$ cat src/rtl/sn74151_scan_ctrl_pkg.sv
// sn74151_pkg
// Shared definitions for the sn74151 scan controller: the FSM state
// encoding and the widths of the channel select and settle counter.
// No ports; imported by the interface and the controller.
package sn74151_pkg;

  localparam int NUM_CH = 8;
  localparam int SEL_W  = 3;
  localparam int CNT_W  = 4;

  typedef enum logic [1:0] {
    IDLE = 2'd0,
    SCAN = 2'd1,
    DONE = 2'd2
  } state_t;

endpackage

$ cat src/rtl/sn74151_scan_ctrl_if.sv
// sn74151_scan_ctrl_if
// Bundles the host handshake (start/abort/chan_mask -> busy/done/data)
// and the mux-side pins (sel/en_n out, z in) of the scan controller.
//   master : system/bench side, drives start, abort, chan_mask and z
//   slave  : the controller, drives sel, en_n, busy, done and data
interface sn74151_scan_ctrl_if;
  import sn74151_pkg::*;

  logic              start;
  logic              abort;
  logic [NUM_CH-1:0] chan_mask;
  logic              z;
  logic [SEL_W-1:0]  sel;
  logic              en_n;
  logic              busy;
  logic              done;
  logic [NUM_CH-1:0] data;

  modport master (
    output start, abort, chan_mask, z,
    input  sel, en_n, busy, done, data
  );

  modport slave (
    input  start, abort, chan_mask, z,
    output sel, en_n, busy, done, data
  );

endinterface

$ cat src/rtl/sn74151_scan_ctrl.sv
// sn74151_scan_ctrl
// Steps an sn74151 8:1 mux through its eight inputs, holds each enabled
// channel for SETTLE extra cycles, samples Z and assembles an 8-bit word.
// Ports:
//   clk    - system clock, rising edge
//   rst_n  - synchronous active-low reset
//   bus    - slave side of sn74151_scan_ctrl_if (handshake + mux pins)
// Parameter:
//   SETTLE - extra cycles per enabled channel before sampling (0..15)
module sn74151_scan_ctrl
  import sn74151_pkg::*;
#(
  parameter int unsigned SETTLE = 1
) (
  input  logic                clk,
  input  logic                rst_n,
  sn74151_scan_ctrl_if.slave  bus
);

  localparam logic [CNT_W-1:0] SETTLE_CNT = CNT_W'(SETTLE);
  localparam logic [SEL_W-1:0] LAST_CH    = SEL_W'(NUM_CH - 1);

  state_t            state, state_nx;
  logic [NUM_CH-1:0] mask_r, mask_nx;
  logic [NUM_CH-1:0] shadow, shadow_nx;
  logic [NUM_CH-1:0] data_r, data_nx;
  logic [SEL_W-1:0]  ch, ch_nx;
  logic [CNT_W-1:0]  cnt, cnt_nx;

  logic [SEL_W-1:0]  sel_q;
  logic              en_n_q;
  logic              busy_q;
  logic              done_q;

  // Next-state logic. A channel finishes when it is masked off or its
  // settle count has run out; abort overrides that, even on channel 7.
  // IDLE and DONE share the start path so back-to-back scans need no
  // extra idle cycle.
  always_comb begin
    state_nx  = state;
    mask_nx   = mask_r;
    shadow_nx = shadow;
    data_nx   = data_r;
    ch_nx     = ch;
    cnt_nx    = cnt;

    case (state)
      IDLE, DONE: begin
        if (bus.start) begin
          state_nx  = SCAN;
          mask_nx   = bus.chan_mask;
          ch_nx     = '0;
          cnt_nx    = SETTLE_CNT;
          shadow_nx = '0;
        end else begin
          state_nx  = IDLE;
        end
      end

      SCAN: begin
        if (bus.abort) begin
          state_nx = IDLE;
        end else if (!mask_r[ch] || cnt == '0) begin
          shadow_nx[ch] = mask_r[ch] & bus.z;
          if (ch == LAST_CH) begin
            // The final bit goes into data on the same edge it is sampled.
            data_nx  = shadow_nx;
            state_nx = DONE;
          end else begin
            ch_nx  = ch + SEL_W'(1);
            cnt_nx = SETTLE_CNT;
          end
        end else begin
          cnt_nx = cnt - CNT_W'(1);
        end
      end

      default: state_nx = IDLE;
    endcase
  end

  // State and output registers. Outputs are decoded from the next state
  // so sel/en_n come straight from flops and cannot glitch on the mux.
  always_ff @(posedge clk) begin
    if (!rst_n) begin
      state  <= IDLE;
      mask_r <= '0;
      shadow <= '0;
      data_r <= '0;
      ch     <= '0;
      cnt    <= '0;
      sel_q  <= '0;
      en_n_q <= 1'b1;
      busy_q <= 1'b0;
      done_q <= 1'b0;
    end else begin
      state  <= state_nx;
      mask_r <= mask_nx;
      shadow <= shadow_nx;
      data_r <= data_nx;
      ch     <= ch_nx;
      cnt    <= cnt_nx;
      sel_q  <= (state_nx == SCAN) ? ch_nx : '0;
      en_n_q <= (state_nx != SCAN);
      busy_q <= (state_nx == SCAN);
      done_q <= (state_nx == DONE);
    end
  end

  assign bus.sel  = sel_q;
  assign bus.en_n = en_n_q;
  assign bus.busy = busy_q;
  assign bus.done = done_q;
  assign bus.data = data_r;

endmodule
$ cat src/flat_wrapper.sv
// flat-port wrapper written by rule: the top's interface ports become plain ports
module sn74151_scan_ctrl_flat import sn74151_pkg::*;
#(
  parameter int unsigned SETTLE = 1
)
  (clk, rst_n, bus_start, bus_abort, bus_chan_mask, bus_z, bus_sel, bus_en_n, bus_busy, bus_done, bus_data);
  sn74151_scan_ctrl_if bus_i ();
  input  logic clk;
  input  logic rst_n;
  input wire logic [$bits(bus_i.start)-1:0] bus_start;
  input wire logic [$bits(bus_i.abort)-1:0] bus_abort;
  input wire logic [$bits(bus_i.chan_mask)-1:0] bus_chan_mask;
  input wire logic [$bits(bus_i.z)-1:0] bus_z;
  output wire logic [$bits(bus_i.sel)-1:0] bus_sel;
  output wire logic [$bits(bus_i.en_n)-1:0] bus_en_n;
  output wire logic [$bits(bus_i.busy)-1:0] bus_busy;
  output wire logic [$bits(bus_i.done)-1:0] bus_done;
  output wire logic [$bits(bus_i.data)-1:0] bus_data;
  assign bus_i.start = bus_start;
  assign bus_i.abort = bus_abort;
  assign bus_i.chan_mask = bus_chan_mask;
  assign bus_i.z = bus_z;
  assign bus_sel = bus_i.sel;
  assign bus_en_n = bus_i.en_n;
  assign bus_busy = bus_i.busy;
  assign bus_done = bus_i.done;
  assign bus_data = bus_i.data;
  sn74151_scan_ctrl #(.SETTLE(SETTLE)) u_core (.clk(clk), .rst_n(rst_n), .bus(bus_i));
endmodule
$ cat config.mk
export PLATFORM = sky130hd
export DESIGN_NAME = sn74151_scan_ctrl_flat
export DESIGN_NICKNAME = d
export VERILOG_FILES = /design/src/rtl/sn74151_scan_ctrl_pkg.sv /design/src/rtl/sn74151_scan_ctrl_if.sv /design/src/rtl/sn74151_scan_ctrl.sv /design/src/flat_wrapper.sv
export SDC_FILE = /design/constraint.sdc
export NUM_CORES = 1
export LEC_CHECK = 0
export CAP_MARGIN = 20
export CORE_MARGIN = 2
export CORE_UTILIZATION = 49
export CTS_BUF_LIST = sky130_fd_sc_hd__clkbuf_16
export DETAILED_ROUTE_END_ITERATION = 12
export GPL_TIMING_DRIVEN = 0
export PLACE_DENSITY_LB_ADDON = 0.25
export SYNTH_ARGS = -nofsm -noshare
export SYNTH_HDL_FRONTEND = slang
export SYNTH_SLANG_ARGS = --single-unit
$ cat constraint.sdc
create_clock -name clk -period 1.7 [get_ports clk]
set_input_delay 0.34 -clock clk [delete_from_list [all_inputs] [get_ports clk]]
set_output_delay 0.34 -clock clk [all_outputs]
set_load 0.1 [all_outputs]
# Yosys cells after proc, flatten, opt, wreduce, memory -nomap -nowiden
# Cells that the tools add are included.
# classes
mux	24
addsub	2
eq_ne	10
reduce_logical	12
bitwise_logic	2
order_cmp	2
# op_table
operator	count
$mux W8	3
$mux W4	4
$pmux W8 S2	1
$mux W3	4
$reduce_and A4 Y1	3
$bwmux W8	1
$pmux W4 S2	1
$mux W2	3
$pmux W3 S2	1
$eq A2 B1 Y1 const B	2
$eq A2 B2 Y1 const B	2
$logic_not A4 Y1	1
$lt A3 B4 Y1 const B	1
$ne A2 B1 Y1 const B	2
$ne A2 B2 Y1 const B	2
$pmux W2 S2	1
$reduce_and A2 Y1	2
$sub A4 B1 Y4 const B	1
$add A3 B1 Y3 const B	1
$bmux W1 S3	1
$demux W1 S3	1
$eq A3 B3 Y1 const B	1
$ge A3 B1 Y1 const B	1
$mux W1	3
9 further kinds	9
# word_totals
input_bits	13
out_inout_bits	14
regBits	39

# Longest topological paths before layout
# Gate-level depths: netlist of the first run.
# depth
ltp_word	9
depth_mapped	7
ltp_nobuf	6

# Worst setup path before layout of the first run
# Ideal clock, no wire load.
# synth_path
kind	register -> register
from	reg u_core.ch[0]
to	reg u_core.shadow[1]
slack_ps	-151
arrival_time_ps	1731
stages_incl_launch_ff	7
synth_period_minus_slack_ps	1851
cell_sequence	dfxtp_1 buf_6 mux2_2 mux4_2 buf_6 a41oi_2 o2bb2ai_1
# synth_via
elab_chain_len	8
word_cells_on_any_way	16
# synth_rtl
element	line_no	text
start, declared	sn74151_scan_ctrl.sv:27	logic [SEL_W-1:0] ch, ch_nx;
start signal, assigned	sn74151_scan_ctrl.sv:101	ch <= ch_nx;
$lt A3 B4 Y1 (implied by the code) / $ge A3 B1 Y1 (equally long branches)	sn74151_scan_ctrl.sv:64	shadow_nx[ch] = mask_r[ch] & bus.z;
$logic_and A1 B1 Y1 (implied by the code)	sn74151_scan_ctrl.sv:64	
$mux W1 (implied by the code)	sn74151_scan_ctrl.sv:64	
$demux W1 S3	--	
$bwmux W8	sn74151_scan_ctrl.sv:64	
$mux W8	sn74151_scan_ctrl.sv:63	end else if (!mask_r[ch] || cnt == '0) begin
$mux W8	sn74151_scan_ctrl.sv:61	if (bus.abort) begin
$pmux W8 S2	sn74151_scan_ctrl.sv:47	case (state)
end signal, assigned	sn74151_scan_ctrl.sv:99	shadow <= shadow_nx;
end, declared	sn74151_scan_ctrl.sv:25	logic [NUM_CH-1:0] shadow, shadow_nx;
# Parallel ways exist; a longest one is shown, timed or not. The select of a mux whose other input is x is not followed.
# A chain may end at the register's enable or synchronous reset.

# Final worst setup path of the first run
# layout_path
from	reg u_core.ch[0]
to	reg u_core.data_r[1] (netlist: u_core.bus.data[1])
# layout_via
elab_chain_len	5
word_cells_on_any_way	13
# layout_rtl
element	line_no	text
$lt A3 B4 Y1 (implied by the code) (tied with other cells)	sn74151_scan_ctrl.sv:64	
$logic_and A1 B1 Y1 (implied by the code) / $mux W1 (equally long branches)	sn74151_scan_ctrl.sv:64, sn74151_scan_ctrl.sv:63	
$mux W1 (implied by the code) / $logic_not A1 Y1 (equally long branches)	sn74151_scan_ctrl.sv:64, sn74151_scan_ctrl.sv:63	
$demux W1 S3 / $logic_or A1 B1 Y1 (equally long branches)	--	
$bwmux W8 / $reduce_and A4 Y1 (equally long branches)	--	
end signal, assigned	sn74151_scan_ctrl.sv:100	data_r <= data_nx;
end, declared	sn74151_scan_ctrl.sv:26	logic [NUM_CH-1:0] data_r, data_nx;
# Parallel ways exist; a longest one is shown, timed or not. The select of a mux whose other input is x is not followed.

==> results_dict.tcl, run 1 <==
set metrics [dict create \
    grt_usage_pct 23.7 \
    start_util_pct 50.3 \
    core-area_mm2 0.00397 \
    insertion_delay_ns 0.28 \
    arrival_ns 2.15 \
    wl_per_cell_um 16.9 \
    overflow 0 \
    drtIter0Drc 134 \
    p_per_area_mw_per_mm2 765 \
    end_kind "flop" \
    r2r_slack_ns -0.29 \
    grt_pass1_wl_mm 8.07 \
    post-route-period-util_pct 117 \
    outcome "complete, but fails checks" \
    required_ns 1.86 \
    fin_setup_tns_ns -6.82 \
    cts_buffer_depth 2 \
    worst_slew_pin_slew_ns 0.799 \
    slew_headroom_pct 46.7 \
    place_ws_ns -0.621 \
    avgSynthCellArea_um2 8.80 \
    drt_wl_total_mm 5.38 \
    layout-drive-gt1-share_pct 30.5 \
    p_leak_uw 0.000993 \
    htree_levels 2 \
    synth_top_cell_area_share_pct 39.1 \
    fin_crit_ns 1.99 \
    syn_area_mm2 0.00200 \
    cts_inserted_buffers 5 \
    path_max_fanout 10 \
    final_area_mm2 0.00289 \
    gp_congestion 0.815 \
    dp_hpwl_mm 3.34 \
    max-cap-violations 0 \
    cts_tree "done" \
    antenna_left 0 \
    rows 23 \
    synthCells 227 \
    via_count 1879 \
    io_pins 27 \
    grt_max_degree 12 \
    clkSinkCount 39 \
    synth_area_leader_cell "dfxtp_1" \
    violations "setup timing" \
    antenna_found_initial 0 \
    setup_violations 31 \
    grt_pass1_vias 1730 \
    max_freq_ghz 0.504 \
    clk_pin_slew_ns 0.06 \
    postSynth.asyncResetShare_pct 0 \
    drcViolationCount 0 \
    ir_drop_mv 0.524 \
    die_y_um 67.9 \
    yosysUniqueCellTypes 41 \
    nets 284 \
    viasPerCell 5.89 \
    synth.net_count 243 \
    rsz0062_at_grt "true" \
    final_hold_viol_count 0 \
    dpl-instance-area_mm2 0.00242 \
    drt_first_pass_iters 4 \
    synth_edf_count 0 \
    ys_seq_area_share_pct 39.1 \
    ys_ff_latch 39 \
    report.power.total_uw 2210 \
    crit_type "flop to flop" \
    synthToLayoutAreaGrowth_pct 44.8 \
    nFillCells 264 \
    n_antenna_cell 0 \
    io_buffers 24 \
    fin_skew_ns 0.00330 \
    die_w_um 67.9 \
    cts_hold_buf 0 \
    cts-root-buf "clkbuf_16" \
    synthTopCellsByArea "dfxtp_1, nand2_1, a21oi_1" \
    die_area_mm2 0.00460 \
    finalMaxSlewViolations 0 \
    start_kind "flop" \
    setup_ws_ns -0.285 \
    ys_warn_count 0 \
    hold_class "flop to flop" \
    ys.flop_type "dfxtp_1" \
]
path summary, 6_finish.rpt:
path | end | cells after the start | startpoint
setup reg to reg | u_core.bus.data[1] | 6 | u_core.ch[0]
hold reg to reg | u_core.shadow[1] | 1 | u_core.shadow[1]
hold / removal | u_core.shadow[1] | 1 | u_core.shadow[1]
setup / recovery | u_core.bus.data[1] | 6 | u_core.ch[0]
synth_stat cells (7+ instances only):
library cell,instances
o21ai_0,11
a41oi_1,10
nand2_1,32
mux2i_1,7
nor2_1,7
clkbuf_1,10
o2bb2ai_1,8
a21oi_1,20
inv_1,9
dfxtp_1,39
layout make-up:
class,count,area [µm²],area share [%]
Clock inverter,3,12.5,0.433
Buffer,17,138,4.76
Inverter,9,33.8,1.17
Clock buffer,5,125,4.33
Tap cell,50,62.6,2.16
Timing Repair Buffer,33,372,12.8
Sequential cell,39,783,27.1
Multi-Input combinational cell,163,1370,47.2
through the flow:
stage / cells / hold slack, ns / utilization, %
2_1_floorplan: 227 / 0.425 / -
3_3_place_gp: 301 / 0.440 / 60.9
3_5_place_dp: 301 / 0.444 / 60.9
4_1_cts: 314 / 0.456 / 68.2
5_1_grt: 319 / 0.486 / 72.8
6_report: 319 / 0.455 / 72.8
sequential cells by signal, summed over array words and instances, names as in the netlist, 2 cells and up:
name and count:
u_core.bus.data 8, u_core.bus.sel 3, u_core.ch 3, u_core.cnt 4, u_core.mask_r 8, u_core.shadow 8
u_core.state 2
placed cells by master, fill, tap and decap left out, types with 2 or more instances in the layout:
master           count
a21boi_0             3
and2_1               4
o2bb2ai_2            4
o2bb2ai_1            4
o21ai_1             11
nor3_1               3
buf_12               4
o211ai_1             4
nand2_1             32
buf_8                2
clkdlybuf4s50_1     10
a21oi_1             18
clkbuf_16            6
dfxtp_1             37
o21ai_4              4
dfxtp_2              2
clkdlybuf4s15_2     14
ha_1                 3
buf_6                3
buf_4                5
mux2_4               4
nand3_1              5
o21a_1               3
nor2b_1              5
a21oi_2              2
nor2_1               7
nand2b_1             4
clkbuf_1             7
a31oi_4              5
inv_1               11
a41oi_2             11
mux2i_1              7
clkbuf_2             2
mux4_2               2
critical path: stages, from the launching register on:
cell and delay (ns):
dfxtp_2 0.34, buf_8 0.14, mux2_4 0.30, mux4_2 0.58, buf_12 0.20, a41oi_2 0.20
o21ai_1 0.09
metal layers:
metal | vias to the layer above | track usage, % | routed length, µm
li1 | 911 | - | -
met1 | 903 | 30.0 | 2300
met2 | 54 | 38.5 | 2770
met3 | 11 | 5.76 | 216
met4 | 0 | 10.0 | 91
met5 | - | 0 | 0
kinds of logic after synthesis:
group	count (synthesis)	share of synthesized area (%)
AOI/OAI and AO/OA	76	27.1
muxes	13	8.01
DFF	39	39.1
adders and majority gates	3	1.88
and+or+nand+nor	70	17.2
buffers and inverters	26	6.76
power by group:
group          internal, µW  switching (µW)
Clock                   530             352
Sequential              937            14.0
Combinational           158             223
Total                  1620             589
timing repair:
item / in CTS / in global routing
gates resized for setup: 61 / 28
gates cloned: 1 / 1
pin swaps: 3 / 9
endpoints found under the setup margin: 45 / 31
buffers inserted: 4 / 4
(Power assumes the default switching activity.)
==> run 2: changes to the inputs <==
--- a/config.mk
+++ b/config.mk
@@ -12,6 +12,7 @@
 export DETAILED_ROUTE_END_ITERATION = 12
 export GPL_TIMING_DRIVEN = 0
 export PLACE_DENSITY_LB_ADDON = 0.25
+export SLEW_MARGIN = 20
 export SYNTH_ARGS = -nofsm -noshare
 export SYNTH_HDL_FRONTEND = slang
 export SYNTH_SLANG_ARGS = --single-unit
==> results of run 2 <==
The final DEF is identical to that of run 1; final timing and power are the same.
==> run 3: changes to the inputs <==
--- a/config.mk
+++ b/config.mk
@@ -6,11 +6,12 @@
 export NUM_CORES = 1
 export LEC_CHECK = 0
 export CAP_MARGIN = 20
+export CORE_ASPECT_RATIO = 0.8
 export CORE_MARGIN = 2
 export CORE_UTILIZATION = 49
 export CTS_BUF_LIST = sky130_fd_sc_hd__clkbuf_16
 export DETAILED_ROUTE_END_ITERATION = 12
-export GPL_TIMING_DRIVEN = 0
+export GPL_TIMING_DRIVEN = 1
 export PLACE_DENSITY_LB_ADDON = 0.25
 export SLEW_MARGIN = 20
 export SYNTH_ARGS = -nofsm -noshare
==> run 3 against run 2 <==
Effect of this change:
- the flow still finishes with violations (setup timing)
- clock skew rose by 0.0059 ns
- largest power group is now clock
- design area rose by 11%
- power rose by 17%
- count of clock-buffer cells in the layout did not move
- largest cell class unchanged
==> results_dict.tcl, run 3 (synthesis gave the netlist of run 1 again) <==
set metrics [dict create \
    die_y_um 61.1 \
    report.power.total_uw 2590 \
    die_area_mm2 0.00461 \
    holdWs_ns 0.459 \
    io_pins 27 \
    grt_max_degree 19 \
    gp_congestion 0.830 \
    hold_class "flop to flop" \
    core-area_mm2 0.00385 \
    insertion_delay_ns 0.29 \
    layout-drive-gt1-share_pct 36.1 \
    drt_first_pass_iters 4 \
    htree_levels 2 \
    most-common-layout-cells "buf_4, dfxtp_1, nand2_1, a21oi_1, buf_12" \
    finalMaxSlewViolations 0 \
    r2r-start "u_core.ch[0]" \
    cts_buffer_depth 2 \
    r2r_slack_ns -0.33 \
    rows 20 \
    die_w_um 75.4 \
    antenna_found_initial 0 \
    p_leak_uw 0.00119 \
    violations "setup timing" \
    antenna_left 0 \
    drcViolationCount 0 \
    path_max_fanout 6 \
    io_buffers 26 \
    cts_inserted_buffers 5 \
    p_per_area_mw_per_mm2 811 \
    n_antenna_cell 0 \
    r2r_cells 4 \
    fin_crit_ns 2.03 \
    worstReg2RegEnd "u_core.shadow[5]" \
    synthToLayoutAreaGrowth_pct 60.1 \
    ir_drop_mv 1.00 \
    utilization_pct 83.0 \
    grt_pass1_wl_mm 9.00 \
    arrival_ns 2.19 \
    hold_depth 1 \
    min_from "u_core.shadow[5]" \
    final_hold_viol_count 0 \
    fin_skew_ns 0.00916 \
    dp_hpwl_mm 3.58 \
    clkSinkCount 39 \
    overflow 0 \
    clk_pin_slew_ns 0.06 \
    via_count 2042 \
    start_util_pct 51.9 \
    cts_tree "done" \
    cts-root-buf "clkbuf_16" \
    crit_type "flop to flop" \
    wl_per_cell_um 18.2 \
    rsz0062_at_grt "true" \
    place_inst 333 \
    cts_hold_buf 0 \
    end_kind "flop" \
    grt_usage_pct 26.7 \
    max_freq_ghz 0.492 \
    layoutNonFillerInstCount 346 \
    worst_slew_pin_slew_ns 0.442 \
    required_ns 1.86 \
    setup_ws_ns -0.334 \
    grt_pass1_vias 1894 \
    slew_headroom_pct 70.2 \
    setup_violations 31 \
    drt_wl_total_mm 6.29 \
    nets 306 \
    drtIter0Drc 139 \
    post-route-period-util_pct 120 \
    viasPerCell 5.90 \
    start_kind "flop" \
    outcome "complete, but fails checks" \
    hold_end "u_core.shadow[5]" \
    max-cap-violations 0 \
]
## run 3: report_power, final
group	total (µW)	switching, µW	internal (µW)
registers	953	17.1	936
clock network	1210	374	840
logic	428	234	194
## run 3: per-layer routing
layer	track usage (%)	wire [µm]	up-vias	share of wire (%)
met2	44.6	3220	80	51
met3	9.82	397	16	6.3
li1	-	-	958	-
met1	32.8	2540	988	40
met5	0	0	-	0
met4	7.77	127	0	2.0
## run 3: cell type report
| class | instances | area (µm²) |
|---|---|---|
| clock buffer | 5 | 125 |
| clock inverter | 3 | 67.6 |
| fill | 235 | 654 |
| inverter | 9 | 33.8 |
| multi-input combinational | 163 | 1330 |
| sequential | 39 | 785 |
| tap | 55 | 68.8 |
| timing repair buffer | 72 | 788 |
## run 3: what timing repair did
action	CTS	global route
setup endpoints to repair	31	31
setup buffers	2	2
resized for setup	18	12
gates cloned	1	0
pin swaps	3	3
## run 3: critical path, cell delays in order, from the launching register on
cell	delay, ns
dfxtp_4	0.41
mux2_4	0.32
mux4_2	0.59
a41oi_1	0.46
o2bb2ai_1	0.13
## run 3: worst max path at each step
stage / start / endpoint / slack, ns / cells past startpoint
finish: u_core.ch[0] / u_core.shadow[5] / -0.33 / 4
global route: u_core.ch[0] / u_core.bus.data[0] / -0.36 / 5
CTS: u_core.ch[0] / u_core.shadow[4] / -0.21 / 5
detailed placement: u_core.ch[0] / u_core.bus.data[3] / -0.23 / 5
global placement: u_core.ch[0] / u_core.bus.data[3] / -0.18 / 5
floorplan: u_core.ch[0] / u_core.bus.data[1] / -0.14 / 6
## run 3: per-stage QoR
stage	setup TNS [ns]	cell area, µm²	worst slack (ns)
floorplan	-1.92	2110	-0.135
global placement	-3.43	2790	-0.182
detailed placement	-4.45	2790	-0.232
CTS	-3.92	3100	-0.208
global route	-6.53	3200	-0.359
finish	-5.61	3200	-0.334
